===== src/rtl/axi4lite_wr_arbiter.sv =====
// Round-robin arbiter sharing one AXI4-Lite write port between NREQ requesters.
// One write is in flight at a time; the read channel is permanently tied off.
module axi4lite_wr_arbiter #(
   parameter int NREQ  = 2,
   parameter int ADDRW = 8,
   parameter int DATAW = 32,
   localparam int GW   = (NREQ > 1) ? $clog2(NREQ) : 1,
   localparam int SW   = DATAW / 8
) (
   input  logic                  clk_i,
   input  logic                  rst_i,
   input  logic [NREQ-1:0]       req_valid_i,
   input  logic [NREQ*ADDRW-1:0] req_addr_i,
   input  logic [NREQ*DATAW-1:0] req_data_i,
   input  logic [NREQ*SW-1:0]    req_strb_i,
   output logic [NREQ-1:0]       req_ready_o,
   output logic [NREQ-1:0]       rsp_valid_o,
   output logic                  rsp_err_o,
   output logic                  busy_o,
   output logic [GW-1:0]         grant_o,
   output logic [ADDRW-1:0]      s_axi_CTRL_AWADDR,
   output logic                  s_axi_CTRL_AWVALID,
   input  logic                  s_axi_CTRL_AWREADY,
   output logic [DATAW-1:0]      s_axi_CTRL_WDATA,
   output logic [SW-1:0]         s_axi_CTRL_WSTRB,
   output logic                  s_axi_CTRL_WVALID,
   input  logic                  s_axi_CTRL_WREADY,
   input  logic [1:0]            s_axi_CTRL_BRESP,
   input  logic                  s_axi_CTRL_BVALID,
   output logic                  s_axi_CTRL_BREADY,
   output logic [ADDRW-1:0]      s_axi_CTRL_ARADDR,
   output logic                  s_axi_CTRL_ARVALID,
   input  logic                  s_axi_CTRL_ARREADY,
   input  logic [DATAW-1:0]      s_axi_CTRL_RDATA,
   input  logic [1:0]            s_axi_CTRL_RRESP,
   input  logic                  s_axi_CTRL_RVALID,
   output logic                  s_axi_CTRL_RREADY
);

   typedef enum logic [1:0] {
      IDLE      = 2'd0,
      ADDR_DATA = 2'd1,
      RESP      = 2'd2
   } state_t;

   state_t            state_r, state_n;
   logic [ADDRW-1:0]  awaddr_r, awaddr_n;
   logic [DATAW-1:0]  wdata_r, wdata_n;
   logic [SW-1:0]     wstrb_r, wstrb_n;
   logic              awvalid_r, awvalid_n;
   logic              wvalid_r, wvalid_n;
   logic              bready_r, bready_n;
   logic [GW-1:0]     grant_r, grant_n;
   logic [GW-1:0]     last_grant_r, last_grant_n;
   logic [NREQ-1:0]   req_ready_r, req_ready_n;
   logic [NREQ-1:0]   rsp_valid_r, rsp_valid_n;
   logic              rsp_err_r, rsp_err_n;

   logic              found_s;
   logic [GW-1:0]     sel_s;
   logic [GW-1:0]     idx_s;
   logic              aw_done_s;
   logic              w_done_s;
   logic              unused_s;

   function automatic logic [NREQ-1:0] onehot(input logic [GW-1:0] k);
      logic [NREQ-1:0] v;
      v    = {NREQ{1'b0}};
      v[k] = 1'b1;
      return v;
   endfunction

   // Round-robin search starting one above the most recent grant
   always_comb begin
      found_s = 1'b0;
      sel_s   = {GW{1'b0}};
      idx_s   = {GW{1'b0}};
      for (int i = 1; i <= NREQ; i++) begin
         idx_s = GW'((int'(last_grant_r) + i) % NREQ);
         if (!found_s && req_valid_i[idx_s]) begin
            found_s = 1'b1;
            sel_s   = idx_s;
         end else begin
            found_s = found_s;
         end
      end
   end

   assign aw_done_s = !awvalid_r || s_axi_CTRL_AWREADY;
   assign w_done_s  = !wvalid_r || s_axi_CTRL_WREADY;

   // Next-state and next-output logic; ready/response pulses default low
   always_comb begin
      state_n      = state_r;
      awaddr_n     = awaddr_r;
      wdata_n      = wdata_r;
      wstrb_n      = wstrb_r;
      awvalid_n    = awvalid_r;
      wvalid_n     = wvalid_r;
      bready_n     = bready_r;
      grant_n      = grant_r;
      last_grant_n = last_grant_r;
      req_ready_n  = {NREQ{1'b0}};
      rsp_valid_n  = {NREQ{1'b0}};
      rsp_err_n    = 1'b0;
      case (state_r)
         IDLE: begin
            if (found_s) begin
               awaddr_n    = req_addr_i[sel_s*ADDRW +: ADDRW];
               wdata_n     = req_data_i[sel_s*DATAW +: DATAW];
               wstrb_n     = req_strb_i[sel_s*SW +: SW];
               awvalid_n   = 1'b1;
               wvalid_n    = 1'b1;
               grant_n     = sel_s;
               req_ready_n = onehot(sel_s);
               state_n     = ADDR_DATA;
            end else begin
               state_n = IDLE;
            end
         end
         ADDR_DATA: begin
            awvalid_n = awvalid_r && !s_axi_CTRL_AWREADY;
            wvalid_n  = wvalid_r && !s_axi_CTRL_WREADY;
            if (aw_done_s && w_done_s) begin
               bready_n = 1'b1;
               state_n  = RESP;
            end else begin
               state_n = ADDR_DATA;
            end
         end
         RESP: begin
            if (s_axi_CTRL_BVALID && bready_r) begin
               bready_n     = 1'b0;
               rsp_valid_n  = onehot(grant_r);
               rsp_err_n    = (s_axi_CTRL_BRESP != 2'b00);
               last_grant_n = grant_r;
               state_n      = IDLE;
            end else begin
               state_n = RESP;
            end
         end
         default: begin
            state_n = IDLE;
         end
      endcase
   end

   // State and output registers; reset aborts any in-flight write
   always_ff @(posedge clk_i or posedge rst_i) begin
      if (rst_i) begin
         state_r      <= IDLE;
         awaddr_r     <= {ADDRW{1'b0}};
         wdata_r      <= {DATAW{1'b0}};
         wstrb_r      <= {SW{1'b0}};
         awvalid_r    <= 1'b0;
         wvalid_r     <= 1'b0;
         bready_r     <= 1'b0;
         grant_r      <= {GW{1'b0}};
         last_grant_r <= GW'(NREQ - 1);
         req_ready_r  <= {NREQ{1'b0}};
         rsp_valid_r  <= {NREQ{1'b0}};
         rsp_err_r    <= 1'b0;
      end else begin
         state_r      <= state_n;
         awaddr_r     <= awaddr_n;
         wdata_r      <= wdata_n;
         wstrb_r      <= wstrb_n;
         awvalid_r    <= awvalid_n;
         wvalid_r     <= wvalid_n;
         bready_r     <= bready_n;
         grant_r      <= grant_n;
         last_grant_r <= last_grant_n;
         req_ready_r  <= req_ready_n;
         rsp_valid_r  <= rsp_valid_n;
         rsp_err_r    <= rsp_err_n;
      end
   end

   assign req_ready_o        = req_ready_r;
   assign rsp_valid_o        = rsp_valid_r;
   assign rsp_err_o          = rsp_err_r;
   assign busy_o             = (state_r != IDLE);
   assign grant_o            = grant_r;
   assign s_axi_CTRL_AWADDR  = awaddr_r;
   assign s_axi_CTRL_AWVALID = awvalid_r;
   assign s_axi_CTRL_WDATA   = wdata_r;
   assign s_axi_CTRL_WSTRB   = wstrb_r;
   assign s_axi_CTRL_WVALID  = wvalid_r;
   assign s_axi_CTRL_BREADY  = bready_r;

   // Write-only master: the read channel never issues a request
   assign s_axi_CTRL_ARADDR  = {ADDRW{1'b0}};
   assign s_axi_CTRL_ARVALID = 1'b0;
   assign s_axi_CTRL_RREADY  = 1'b0;
   assign unused_s = ^{s_axi_CTRL_ARREADY, s_axi_CTRL_RDATA, s_axi_CTRL_RRESP, s_axi_CTRL_RVALID};

endmodule


===== config.mk =====
export PLATFORM = sky130hd
export DESIGN_NAME = axi4lite_wr_arbiter
export DESIGN_NICKNAME = d
export VERILOG_FILES = /design/src/rtl/axi4lite_wr_arbiter.sv
export SDC_FILE = /design/constraint.sdc
export NUM_CORES = 1
export LEC_CHECK = 0
export ABC_AREA = 1
export CAP_MARGIN = 25
export CELL_PAD_IN_SITES_DETAIL_PLACEMENT = 0
export CELL_PAD_IN_SITES_GLOBAL_PLACEMENT = 1
export CORE_MARGIN = 5
export CORE_UTILIZATION = 40
export CTS_BUF_LIST = sky130_fd_sc_hd__clkbuf_2
export CTS_CLUSTER_SIZE = 12
export DETAILED_ROUTE_END_ITERATION = 10
export DONT_BUFFER_PORTS = 1
export PLACE_DENSITY = 0.83
export SYNTH_ARGS = -nofsm -noshare
export SYNTH_HDL_FRONTEND = slang
export SYNTH_SLANG_ARGS = --single-unit

===== constraint.sdc =====
create_clock -name clk_i -period 1.57 [get_ports clk_i]
set_input_delay 0.314 -clock clk_i [delete_from_list [all_inputs] [get_ports clk_i]]
set_output_delay 0.314 -clock clk_i [all_outputs]
set_load 0.03 [all_outputs]

==> results of run 1 <==
-- layer usage --
layer,vias to the layer above,track usage,routed length (um)
li1,1094,-,-
met1,1107,0.204,3110
met2,138,0.264,3860
met3,7,0.0446,697
met4,0,0.0403,74
met5,-,0,0
-- final cells by class --
| type | instances | area (um2) |
|---|---|---|
| Inverter | 9 | 57.6 |
| Timing Repair inverter | 3 | 36.3 |
| Sequential cell | 56 | 1400 |
| Tap cell | 77 | 96.3 |
| Fill cell | 578 | 3050 |
| Clock inverter | 1 | 3.75 |
| Clock buffer | 7 | 35.0 |
| Timing Repair Buffer | 57 | 623 |
| Multi-Input combinational cell | 227 | 1080 |
-- worst max-delay path by stage --
stage	slack (ns)	startpoint	cells past startpoint	endpoint
floorplan	0.28	state_r[0]$_DFF_PP0_	6	s_axi_CTRL_AWVALID$_DFFE_PP0P_
global placement	0.07	state_r[1]$_DFF_PP0_	6	s_axi_CTRL_AWADDR[6]$_DFFE_PP0P_
detailed placement	0.04	state_r[1]$_DFF_PP0_	6	s_axi_CTRL_WSTRB[0]$_DFFE_PP0P_
CTS	-0.04	state_r[1]$_DFF_PP0_	4	busy_o
global route	-0.13	state_r[1]$_DFF_PP0_	4	busy_o
finish	-0.02	state_r[0]$_DFF_PP0_	4	busy_o
-- cell families (layout without fill, tap and decap cells) --
family / after synthesis / after routing / share of synthesized area
AO/OA/AOI/OAI: 93 / 93 / 0.181
buffers and inverters: 36 / 77 / 0.0876
AND/OR/NAND/NOR: 119 / 119 / 0.176
adder cells (fa/ha/maj): 5 / 5 / 0.0237
other: 1 / 10 / 0.00142
flip-flops: 56 / 56 / 0.531
-- through the flow --
| step | hold WS (ns) | power [mW] | TNS, ns | setup slack, ns | instance area, um2 |
|---|---|---|---|---|---|
| 2_1_floorplan | 0.394 | 5.46 | 0 | 0.278 | 2680 |
| 3_3_place_gp | 0.256 | 5.84 | 0 | 0.0722 | 2670 |
| 3_5_place_dp | 0.262 | 5.90 | 0 | 0.0392 | 2670 |
| 4_1_cts | 0.000544 | 6.61 | -0.0436 | -0.0436 | 2810 |
| 5_1_grt | 0.00560 | 7.69 | -0.212 | -0.134 | 3340 |
| 6_report | 0.0312 | 7.19 | -0.0235 | -0.0235 | 3340 |
-- critical path: cells and delay by family, from the launching register on --
kind | cells | cell delay [ns]
fa+ha+maj | 1 | 0.15
flops | 1 | 0.45
buf+inv | 3 | 0.24
-- registers in the layout, indices dropped and copies added, names as in the netlist --
name                count
req_ready_o             2
state_r                 2
s_axi_CTRL_WDATA       32
rsp_valid_o             2
last_grant_r            1
grant_o                 1
rsp_err_o               1
s_axi_CTRL_WVALID       1
s_axi_CTRL_AWVALID      1
s_axi_CTRL_BREADY       1
s_axi_CTRL_AWADDR       8
s_axi_CTRL_WSTRB        4
-- cells in the final DEF (no fill, tap or decap), types with 2 or more instances in the layout --
cell type and n:
a21oi_1 2, buf_6 2, inv_2 2, ha_1 4
nor2_1 50, dfrtp_1 55, conb_1 10, nand2_1 62
o21ai_2 5, o21ai_1 63, clkbuf_2 7, o21ai_0 21
buf_4 10, inv_1 3, inv_6 2, nand3_1 5
buf_12 6, dlygate4sd3_1 38
-- power breakdown --
part | switching (mW) | total (mW) | internal [mW]
clock | 0.423 | 0.542 | 0.119
combinational | 1.52 | 2.70 | 1.19
sequential | 1.83 | 3.95 | 2.12
-- what timing repair did --
action,4_1_cts,5_1_grt
setup endpoints to repair,8,45
cloned,0,4
hold buffers,4,34
pin swaps,1,5
endpoints found under the hold margin,21,28
buffers inserted,6,5
gates resized for setup,7,27
==> key figures, run 1 <==
Logic synthesis
  • Netlist cell types: 19
  • Synth Flop Type: dfrtp_1
  • Cells after Synth: 310
  • Synth Warn #: 0
  • Syn Std Cell Area: 2640 um2
  • Syn Area/Cell: 8.53 um2
  • Number of synthesized flops with an enable pin: 0
  • Area contributors post-synth: dfrtp_1 52%, o21ai_1 11%, nand2_1 8.8%, nor2_1 7.1%, o21ai_0 5.5%
  • Post-synthesis sequential area ratio: 0.531
  • Post-synth top area share: 0.521
  • Count leader, synth: nand2_1
  • Commonest cells post-synth: 62 x nand2_1, 60 x o21ai_1, 55 x dfrtp_1, 50 x nor2_1, 29 x o21ai_0
  • Register bit total from synthesis: 56
  • Synth area leader: dfrtp_1
  • Share of flip-flops with an asynchronous set or reset: 1.00

Worst setup path
  • Critical Path Fanout Max: 2
  • Setup Crit Path Kind: register to primary output
  • Critical path cell sequence: inv_2 -> ha_4 -> inv_4 -> buf_6
  • R2R Path End: s_axi_CTRL_WDATA[23]$_DFFE_PP0P_
  • CP max stage cell: dfrtp_1
  • Crit path DAT: 1.28 ns
  • Reg2reg path depth: 8
  • CP max stage delay: 0.45 ns
  • Kind of end point of the critical path: primary output
  • Req. time, crit path: 1.26 ns
  • Reg-to-reg startpoint: state_r[0]$_DFF_PP0_
  • Register-to-register setup slack: 0.05 ns
  • Critical Path Source Type: register

Place
  • IO Port Bufs: 0
  • Hpwl dp: 4810 um
  • GP Congestion: 0.756
  • Placed cell count: 377

Timing
  • Tcrit/Tclk final: 1.01
  • Slew Limit Fails: 0
  • Final setup viols: 1
  • FMAX: 628 MHz
  • Final worst setup slack: -0.0235 ns
  • Worst-margin pin slew: 0.525 ns
  • Slew HR: 0.649
  • Skew final: 0.0199 ns
  • RSZ-0062 raised after global routing: true
  • Final Hold Vio Count: 0
  • Crit path time final: 1.59 ns

Floorplanning
  • Die W: 91.3 um
  • Core area: 6390 um2
  • Die Y: 91.3 um
  • I/O pin count: 197
  • Placement row count: 29
  • Die area: 8340 um2
  • Initial Utilization: 0.414

Layout
  • Area Overhead vs Synth: 26.3%
  • Antenna diodes: 0
  • Fin nets: 497
  • Share of cells above drive strength 1: 0.122
  • Final cell count without fillers: 437
  • Core Util, Final: 0.523

Detailed routing
  • Via/cell ratio: 5.37
  • WL/cell: 17.7 um
  • Detailed Routing Iterations Pass 1: 4
  • Residual DRC count: 0
  • Drt total wl: 7750 um
  • Vias: 2,346
  • Antenna viol nets, final: 0
  • First DRT Iteration DRCs: 114

GRT
  • Total track usage: 0.159
  • Vias in the first global route: 2,103
  • Initial antenna violation count: 0
  • Largest net degree at the start of global routing: 46
  • GRT Residual Overflow: 0
  • First-pass GRT wire length: 10,900 um

Outcome
  • Status: finished with violations
  • Failing checks: setup timing

Min path
  • Hold Path Class: input pin to register
  • WHS Path Cells: 2
  • Hold endpoint: s_axi_CTRL_AWADDR[4]$_DFFE_PP0P_
  • Beginning of the worst hold path: req_addr_i[4]

Pwr
  • Pwr Density: 2160 nW/um2
  • Leakage Power: 1.52 nW
  • Max VDD drop: 0.971 mV

CTS
  • Cts bufs inserted: 5
  • Clock latency on the worst-skew pair: 0.43 ns
  • Clock root buffer: clkbuf_2
  • Clk pin slew, worst setup/hold paths: 0.26 ns
  • H-tree levels: 2
  • Clk buf depth: 2
  • CTS tree: yes
  • Clk sinks: 56

Flow run
  • Max-cap violations: 0
Note: power is estimated with default switching activity, not from simulation.
==> run 2, diff against run 1 <==
--- a/config.mk
+++ b/config.mk
@@ -16,6 +16,7 @@
 export DETAILED_ROUTE_END_ITERATION = 10
 export DONT_BUFFER_PORTS = 1
 export PLACE_DENSITY = 0.83
+export SLEW_MARGIN = 20
 export SYNTH_ARGS = -nofsm -noshare
 export SYNTH_HDL_FRONTEND = slang
 export SYNTH_SLANG_ARGS = --single-unit
==> results of run 2 <==
The final DEF is identical to that of run 1; final timing and power are the same.
